### src/rtl/ps2_kb_pkg.sv
// Shared definitions for the PS/2 keyboard controller: receive FSM states,
// status-register bit positions and default parameter values.
package ps2_kb_pkg;

   localparam int DEF_FIFO_DEPTH     = 8;
   localparam int DEF_TIMEOUT_CYCLES = 2000;

   typedef enum logic [1:0] {
      ST_IDLE   = 2'd0,
      ST_DATA   = 2'd1,
      ST_PARITY = 2'd2,
      ST_STOP   = 2'd3
   } rx_state_e;

   localparam int SB_NE   = 0;
   localparam int SB_FULL = 1;
   localparam int SB_OVF  = 2;
   localparam int SB_PERR = 3;
   localparam int SB_FERR = 4;

endpackage

### src/rtl/ps2_kb_fifo.sv
// Synchronous scan-code FIFO with occupancy count; head is the oldest entry.
module kb_fifo #(
   parameter int DEPTH = 8,
   parameter int W     = 8
) (
   input  logic                       CLK,
   input  logic                       RST,
   input  logic                       push,
   input  logic                       pop,
   input  logic [W-1:0]               din,
   output logic [W-1:0]               head,
   output logic [$clog2(DEPTH+1)-1:0] count,
   output logic                       full,
   output logic                       empty
);

   localparam int PW = $clog2(DEPTH);
   localparam int CW = $clog2(DEPTH+1);

   logic [W-1:0]  mem [DEPTH];
   logic [PW-1:0] wr_ptr;
   logic [PW-1:0] rd_ptr;
   logic          do_push;
   logic          do_pop;

   // push/pop are single-cycle requests with no ready: a push into a full FIFO
   // is taken only if a pop frees the slot in the same cycle, and a pop of an
   // empty FIFO is taken only if a push fills it in the same cycle.
   assign do_push = push & (~full | pop);
   assign do_pop  = pop & (~empty | push);

   assign full  = (count == CW'(DEPTH));
   assign empty = (count == '0);
   assign head  = mem[rd_ptr];

   always_ff @(posedge CLK) begin
      if (do_push) mem[wr_ptr] <= din;
   end

   always_ff @(posedge CLK or negedge RST) begin
      if (!RST) begin
         wr_ptr <= '0;
         rd_ptr <= '0;
         count  <= '0;
      end else begin
         if (do_push) wr_ptr <= wr_ptr + PW'(1);
         if (do_pop)  rd_ptr <= rd_ptr + PW'(1);
         case ({do_push, do_pop})
            2'b10:   count <= count + CW'(1);
            2'b01:   count <= count - CW'(1);
            default: count <= count;
         endcase
      end
   end

endmodule

### src/rtl/ps2_kb_controller.sv
// PS/2 keyboard receiver with scan-code FIFO and a two-register CPU read port
// (data / status) plus an active-low interrupt.
module ps2_kb_controller
   import ps2_kb_pkg::*;
#(
   parameter int FIFO_DEPTH     = DEF_FIFO_DEPTH,
   parameter int TIMEOUT_CYCLES = DEF_TIMEOUT_CYCLES
) (
   input  logic       CLK,
   input  logic       RST,
   input  logic       KB_CLK,
   input  logic       KB_DATA,
   input  logic       CS,
   input  logic       RD,
   input  logic       A0,
   output logic [7:0] D_OUT,
   output logic       D_OE,
   output logic       INT,
   output rx_state_e  fsm_state
);

   localparam int CW = $clog2(FIFO_DEPTH+1);
   localparam int TW = $clog2(TIMEOUT_CYCLES+1);

   logic rst_meta, rst_sync;
   logic kc_s1, kc_s2, kc_prev, kd_s1, kd_s2;
   logic fall, sample;

   rx_state_e     state;
   logic [2:0]    bit_cnt;
   logic [7:0]    shreg;
   logic          par_good;
   logic [TW-1:0] to_cnt;
   logic          push_req, perr_set, ferr_set;

   logic [7:0]    fifo_head;
   logic [CW-1:0] fifo_count;
   logic          fifo_full, fifo_empty;

   logic          active, active_q, a0_q, sel_a0, trailing, pop_req, st_clr;
   logic [7:0]    data_now, data_hold, status;
   logic          ovf, perr, ferr, ovf_set, int_n;

   // Asynchronous assertion, synchronous release of the internal reset.
   always_ff @(posedge CLK or negedge RST) begin
      if (!RST) {rst_meta, rst_sync} <= 2'b00;
      else      {rst_meta, rst_sync} <= {1'b1, rst_meta};
   end

   always_ff @(posedge CLK or negedge rst_sync) begin
      if (!rst_sync) begin
         {kc_s1, kc_s2, kc_prev} <= 3'b111;
         {kd_s1, kd_s2}          <= 2'b11;
      end else begin
         {kc_s1, kc_s2, kc_prev} <= {KB_CLK, kc_s1, kc_s2};
         {kd_s1, kd_s2}          <= {KB_DATA, kd_s1};
      end
   end

   assign fall   = kc_prev & ~kc_s2;
   assign sample = kd_s2;

   always_ff @(posedge CLK or negedge rst_sync) begin
      if (!rst_sync) begin
         state    <= ST_IDLE;
         bit_cnt  <= '0;
         shreg    <= '0;
         par_good <= 1'b0;
         to_cnt   <= '0;
         push_req <= 1'b0;
         perr_set <= 1'b0;
         ferr_set <= 1'b0;
      end else begin
         push_req <= 1'b0;
         perr_set <= 1'b0;
         ferr_set <= 1'b0;
         if (state != ST_IDLE && !fall && to_cnt == TW'(TIMEOUT_CYCLES-1)) begin
            state    <= ST_IDLE;
            to_cnt   <= '0;
            ferr_set <= 1'b1;
         end else begin
            to_cnt <= (state == ST_IDLE || fall) ? '0 : to_cnt + TW'(1);
            if (fall) begin
               case (state)
                  ST_IDLE: begin
                     if (!sample) begin
                        state   <= ST_DATA;
                        bit_cnt <= '0;
                     end
                  end
                  ST_DATA: begin
                     shreg   <= {sample, shreg[7:1]};
                     bit_cnt <= bit_cnt + 3'd1;
                     if (bit_cnt == 3'd7) state <= ST_PARITY;
                  end
                  ST_PARITY: begin
                     par_good <= ^{shreg, sample};
                     state    <= ST_STOP;
                  end
                  ST_STOP: begin
                     if (!sample)        ferr_set <= 1'b1;
                     else if (par_good)  push_req <= 1'b1;
                     else                perr_set <= 1'b1;
                     state <= ST_IDLE;
                  end
                  default: state <= ST_IDLE;
               endcase
            end
         end
      end
   end

   assign fsm_state = state;

   kb_fifo #(.DEPTH(FIFO_DEPTH), .W(8)) u_fifo (
      .CLK   (CLK),
      .RST   (rst_sync),
      .push  (push_req),
      .pop   (pop_req),
      .din   (shreg),
      .head  (fifo_head),
      .count (fifo_count),
      .full  (fifo_full),
      .empty (fifo_empty)
   );

   assign active   = ~CS & ~RD;
   assign D_OE     = active;
   assign trailing = active_q & ~active;
   assign pop_req  = trailing & ~a0_q;
   assign st_clr   = trailing & a0_q;
   assign data_now = fifo_empty ? 8'h00 : fifo_head;
   assign sel_a0   = active_q ? a0_q : A0;
   assign ovf_set  = push_req & (fifo_count == CW'(FIFO_DEPTH)) & ~pop_req;

   always_comb begin
      status          = '0;
      status[SB_NE]   = ~fifo_empty;
      status[SB_FULL] = fifo_full;
      status[SB_OVF]  = ovf;
      status[SB_PERR] = perr;
      status[SB_FERR] = ferr;
   end

   // Data is frozen at access start so a push into an empty FIFO cannot
   // change the byte mid-read; status stays live.
   assign D_OUT = sel_a0 ? status : (active_q ? data_hold : data_now);

   always_ff @(posedge CLK or negedge rst_sync) begin
      if (!rst_sync) begin
         active_q  <= 1'b0;
         a0_q      <= 1'b0;
         data_hold <= '0;
         ovf       <= 1'b0;
         perr      <= 1'b0;
         ferr      <= 1'b0;
         int_n     <= 1'b1;
      end else begin
         active_q <= active;
         if (active) a0_q <= A0;
         if (active && !active_q) data_hold <= data_now;
         ovf   <= ovf_set  | (ovf  & ~st_clr);
         perr  <= perr_set | (perr & ~st_clr);
         ferr  <= ferr_set | (ferr & ~st_clr);
         int_n <= ~(~fifo_empty | ovf | perr | ferr);
      end
   end

   assign INT = int_n;

endmodule

### config.mk
export PLATFORM = sky130hd
export DESIGN_NAME = ps2_kb_controller
export DESIGN_NICKNAME = d
export VERILOG_FILES = /design/src/rtl/ps2_kb_pkg.sv /design/src/rtl/ps2_kb_fifo.sv /design/src/rtl/ps2_kb_controller.sv
export SDC_FILE = /design/constraint.sdc
export NUM_CORES = 1
export LEC_CHECK = 0
export ABC_CLOCK_PERIOD_IN_PS = 2400
export CORE_MARGIN = 2
export CORE_UTILIZATION = 38
export CTS_BUF_LIST = sky130_fd_sc_hd__clkbuf_4 sky130_fd_sc_hd__clkbuf_8 sky130_fd_sc_hd__clkbuf_16
export DETAILED_ROUTE_END_ITERATION = 10
export PLACE_DENSITY = 0.54
export SYNTH_ARGS = -nofsm -noshare
export SYNTH_HDL_FRONTEND = slang
export SYNTH_HIERARCHICAL = 1
export SYNTH_SLANG_ARGS = --single-unit
### constraint.sdc
create_clock -name CLK -period 2.4 [get_ports CLK]
set_clock_uncertainty 0.2 [all_clocks]
set_input_delay 0.24 -clock CLK [delete_from_list [all_inputs] [get_ports CLK]]
set_output_delay 0.24 -clock CLK [all_outputs]
set_load 0.03 [all_outputs]
==> results of run 1 <==
[state kept, by name, indices dropped and copies added (netlist names), 2 cells and up]
register,cells
u_fifo/wr_ptr,3
to_cnt,11
u_fifo/count,4
bit_cnt,3
u_fifo/mem,64
data_hold,8
u_fifo/rd_ptr,3
shreg,8
fsm_state,2
[cell type report]
type | instances | area share
flip-flops and latches | 123 | 0.486
multi-input cells | 227 | 0.302
repair buffers | 72 | 0.0969
clock buffers | 19 | 0.0628
well taps | 180 | 0.0321
clock inverters | 12 | 0.0146
inverters | 10 | 0.00535
[cells in the final DEF (no fill, tap or decap), drive strengths merged, types with 3 or more instances in the layout]
cell,netlist,layout
mux2i,6,6
inv,10,10
xnor2,13,13
nor3b,3,3
clkinvlp,0,5
dfstp,6,6
ha,13,13
mux4,16,16
o21ai,14,14
a21oi,7,7
clkinv,0,6
nor2,24,24
o211ai,4,4
buf,6,59
mux2,22,22
nand3,6,6
nand4,4,4
nor3,9,9
a211oi,4,4
xor2,8,8
nand2b,10,10
clkbuf,8,20
nor2b,9,9
clkdlybuf4s50,0,10
edfxtp,64,64
dfrtp,53,53
nand2,24,24
[layer usage]
metal	vias up	track usage	wire length [µm]
li1	1544	-	-
met1	1644	0.207	4980
met2	46	0.250	5330
met3	11	0.0420	395
met4	0	0.0639	116
met5	-	0	0
[stage by stage]
stage	setup WS (ps)	cells	area (µm²)
2_1_floorplan	-325	374	5490
3_3_place_gp	-427	602	6190
3_5_place_dp	-482	602	6190
4_1_cts	-396	643	6960
5_1_grt	-454	643	7010
6_report	-368	643	7010
[kinds of logic after synthesis]
family	Yosys count	share of synthesized area
AO/OA/AOI/OAI	45	0.0575
XOR/XNOR	22	0.0381
adder cells (fa/ha/maj)	14	0.0337
buffers and inverters	24	0.0185
flip-flops	123	0.628
multiplexers	44	0.124
other	1	0.000692
AND/OR/NAND/NOR	101	0.0997
[critical path, cell delays in order, from the launching register on]
cell,delay (ps)
dfrtp_2,420
clkbuf_16,170
mux4_2,500
mux2_4,310
nand2b_4,80
nor2_2,40
a211oi_2,220
a21oi_2,50
buf_6,140
[worst paths after layout]
check	startpoint	endpoint	slack, ps	cells past startpoint
max in group asynchronous	rst_sync	shreg[7]	1200	1
max	u_fifo/rd_ptr[0]	D_OUT[2]	-370	8
min reg2reg	rst_sync	to_cnt[7]	70	1
min in group asynchronous	rst_sync	to_cnt[7]	70	1
max reg2reg	u_fifo/count[1]	u_fifo/count[3]	-220	9
min	KB_DATA	kd_s1	40	1
[power by group]
part | total [W] | internal, W | switching [W]
Clock | 0.00232 | 0.00143 | 0.000893
Combinational | 0.00286 | 0.00161 | 0.00125
Sequential | 0.00305 | 0.00264 | 0.000403
Total | 0.00823 | 0.00568 | 0.00255
[repair_timing]
action	in CTS	in global routing
cloned	1	0
endpoints found under the hold margin	10	0
hold buffers	2	0
buffers inserted	7	0
pin swaps	18	6
resized for setup	78	14
setup endpoints to repair	11	11
==> key figures, run 1 <==
Detailed routing
  • Routed wire length: 10,800 µm
  • DRT antenna net count: 0
  • Vias per cell: 5.05
  • # DRC: 0
  • Vias after detailed routing: 3,245
  • Initial DRC count: 211
  • 1st-pass router iterations: 4
  • WL per Instance: 16.8 µm

Global route
  • Total GRT Usage: 0.158
  • First-pass GRT wire length: 17,500 µm
  • Vias in the first global route: 3,288
  • Largest net degree at the start of global routing: 50
  • Initial antenna violation count: 0
  • Global route total overflow: 0

Clock network
  • Clock transition at path regs: 50 ps
  • CTS H-tree depth: 4
  • Root buf cell: clkbuf_16
  • Clk Latency, worst-skew pair: 410 ps
  • CTS tree: built
  • Buffers from clock root to sink, at most: 2
  • Sinks on Clock Net: 123
  • CTS Buf Count: 17

Pwr
  • Power density over cell area: 1170 nW/µm²
  • Leakage power: 2.76 nW
  • Total Power: 0.00823 W
  • Worst vdd ir: 0.000503 V

STA
  • Count of pins over their slew limit: 0
  • Unrepaired setup endpoints after global routing: yes
  • Max Fclk: 361 MHz
  • Post-route setup slack: -368 ps
  • Setup_tns: -2820 ps
  • Hold slack: 36.6 ps
  • Final setup vio count: 9
  • Final min period: 2770 ps
  • Final cycle utilization of the critical path: 1.15
  • Fin. Hold Viols: 0

Synthesis
  • Synth top area share: 0.354
  • Number of synthesized flops with an enable pin: 64
  • Dominant cells by area after synthesis: edfxtp_1 (35%), dfrtp_1 (24%), mux4_2 (6.6%), mux2_2 (4.4%), ha_1 (3.0%)
  • Synth Net Count: 395
  • Synth area leader: edfxtp_1
  • Synth top cells by count: edfxtp_1 (64), dfrtp_1 (53), nor2_1 (24)
  • Synthesized flop and latch total: 123
  • Seq/Total Area, Yosys: 0.628
  • Ys async rst share: 0.480
  • Cell count after synthesis: 374
  • Post-synth cell types: 54
  • Synth Flop Type: edfxtp_1
  • Yosys warns: 6
  • Syn Area/Cell: 14.5 µm²
  • Most common cell in the netlist: edfxtp_1
  • Mapped Area: 5420 µm²

Critical path
  • Class of the most critical setup path: reg2out
  • Critical path peak fanout: 5
  • Critical Path RT: 1960 ps
  • CP startpoint kind: flop
  • Worst Path Arrival: 2330 ps
  • Crit end category: output port

Status
  • Failing checks: negative setup slack
  • Status: finished, violations left

Run
  • Max Cap Viol: 0

Final layout
  • Fillers: 1,201
  • FF/Latch Area: 3410 µm²
  • ANT cells: 0
  • Layout cell share with drive strength beyond 1: 0.374
  • Area grow syn2layout: 29.3%
  • Layout Nets: 472
  • Final core utilization: 0.503
  • Area of the multi-input gates: 2120 µm²

Floorplanning
  • I/O pin total: 19
  • Die area: 15,200 µm²
  • Die H: 123 µm
  • Chip width: 123 µm
  • Core Area: 13,900 µm²
  • Initial Util: 0.389
  • Placement Rows: 43

Placement
  • DPL Wire Length: 7310 µm
  • Routability cong.: 0.760
  • Port Buf Inserts: 18

Hold path
  • Hold/Removal Path Class: in2reg
Power figures use the tool's default switching activity.
==> run 2: changes to the inputs <==
--- a/config.mk
+++ b/config.mk
@@ -11,6 +11,7 @@
 export CTS_BUF_LIST = sky130_fd_sc_hd__clkbuf_4 sky130_fd_sc_hd__clkbuf_8 sky130_fd_sc_hd__clkbuf_16
 export DETAILED_ROUTE_END_ITERATION = 10
 export PLACE_DENSITY = 0.54
+export SLEW_MARGIN = 15
 export SYNTH_ARGS = -nofsm -noshare
 export SYNTH_HDL_FRONTEND = slang
 export SYNTH_HIERARCHICAL = 1
==> results of run 2 <==
Final layout, timing and power as in run 1 (identical DEF).
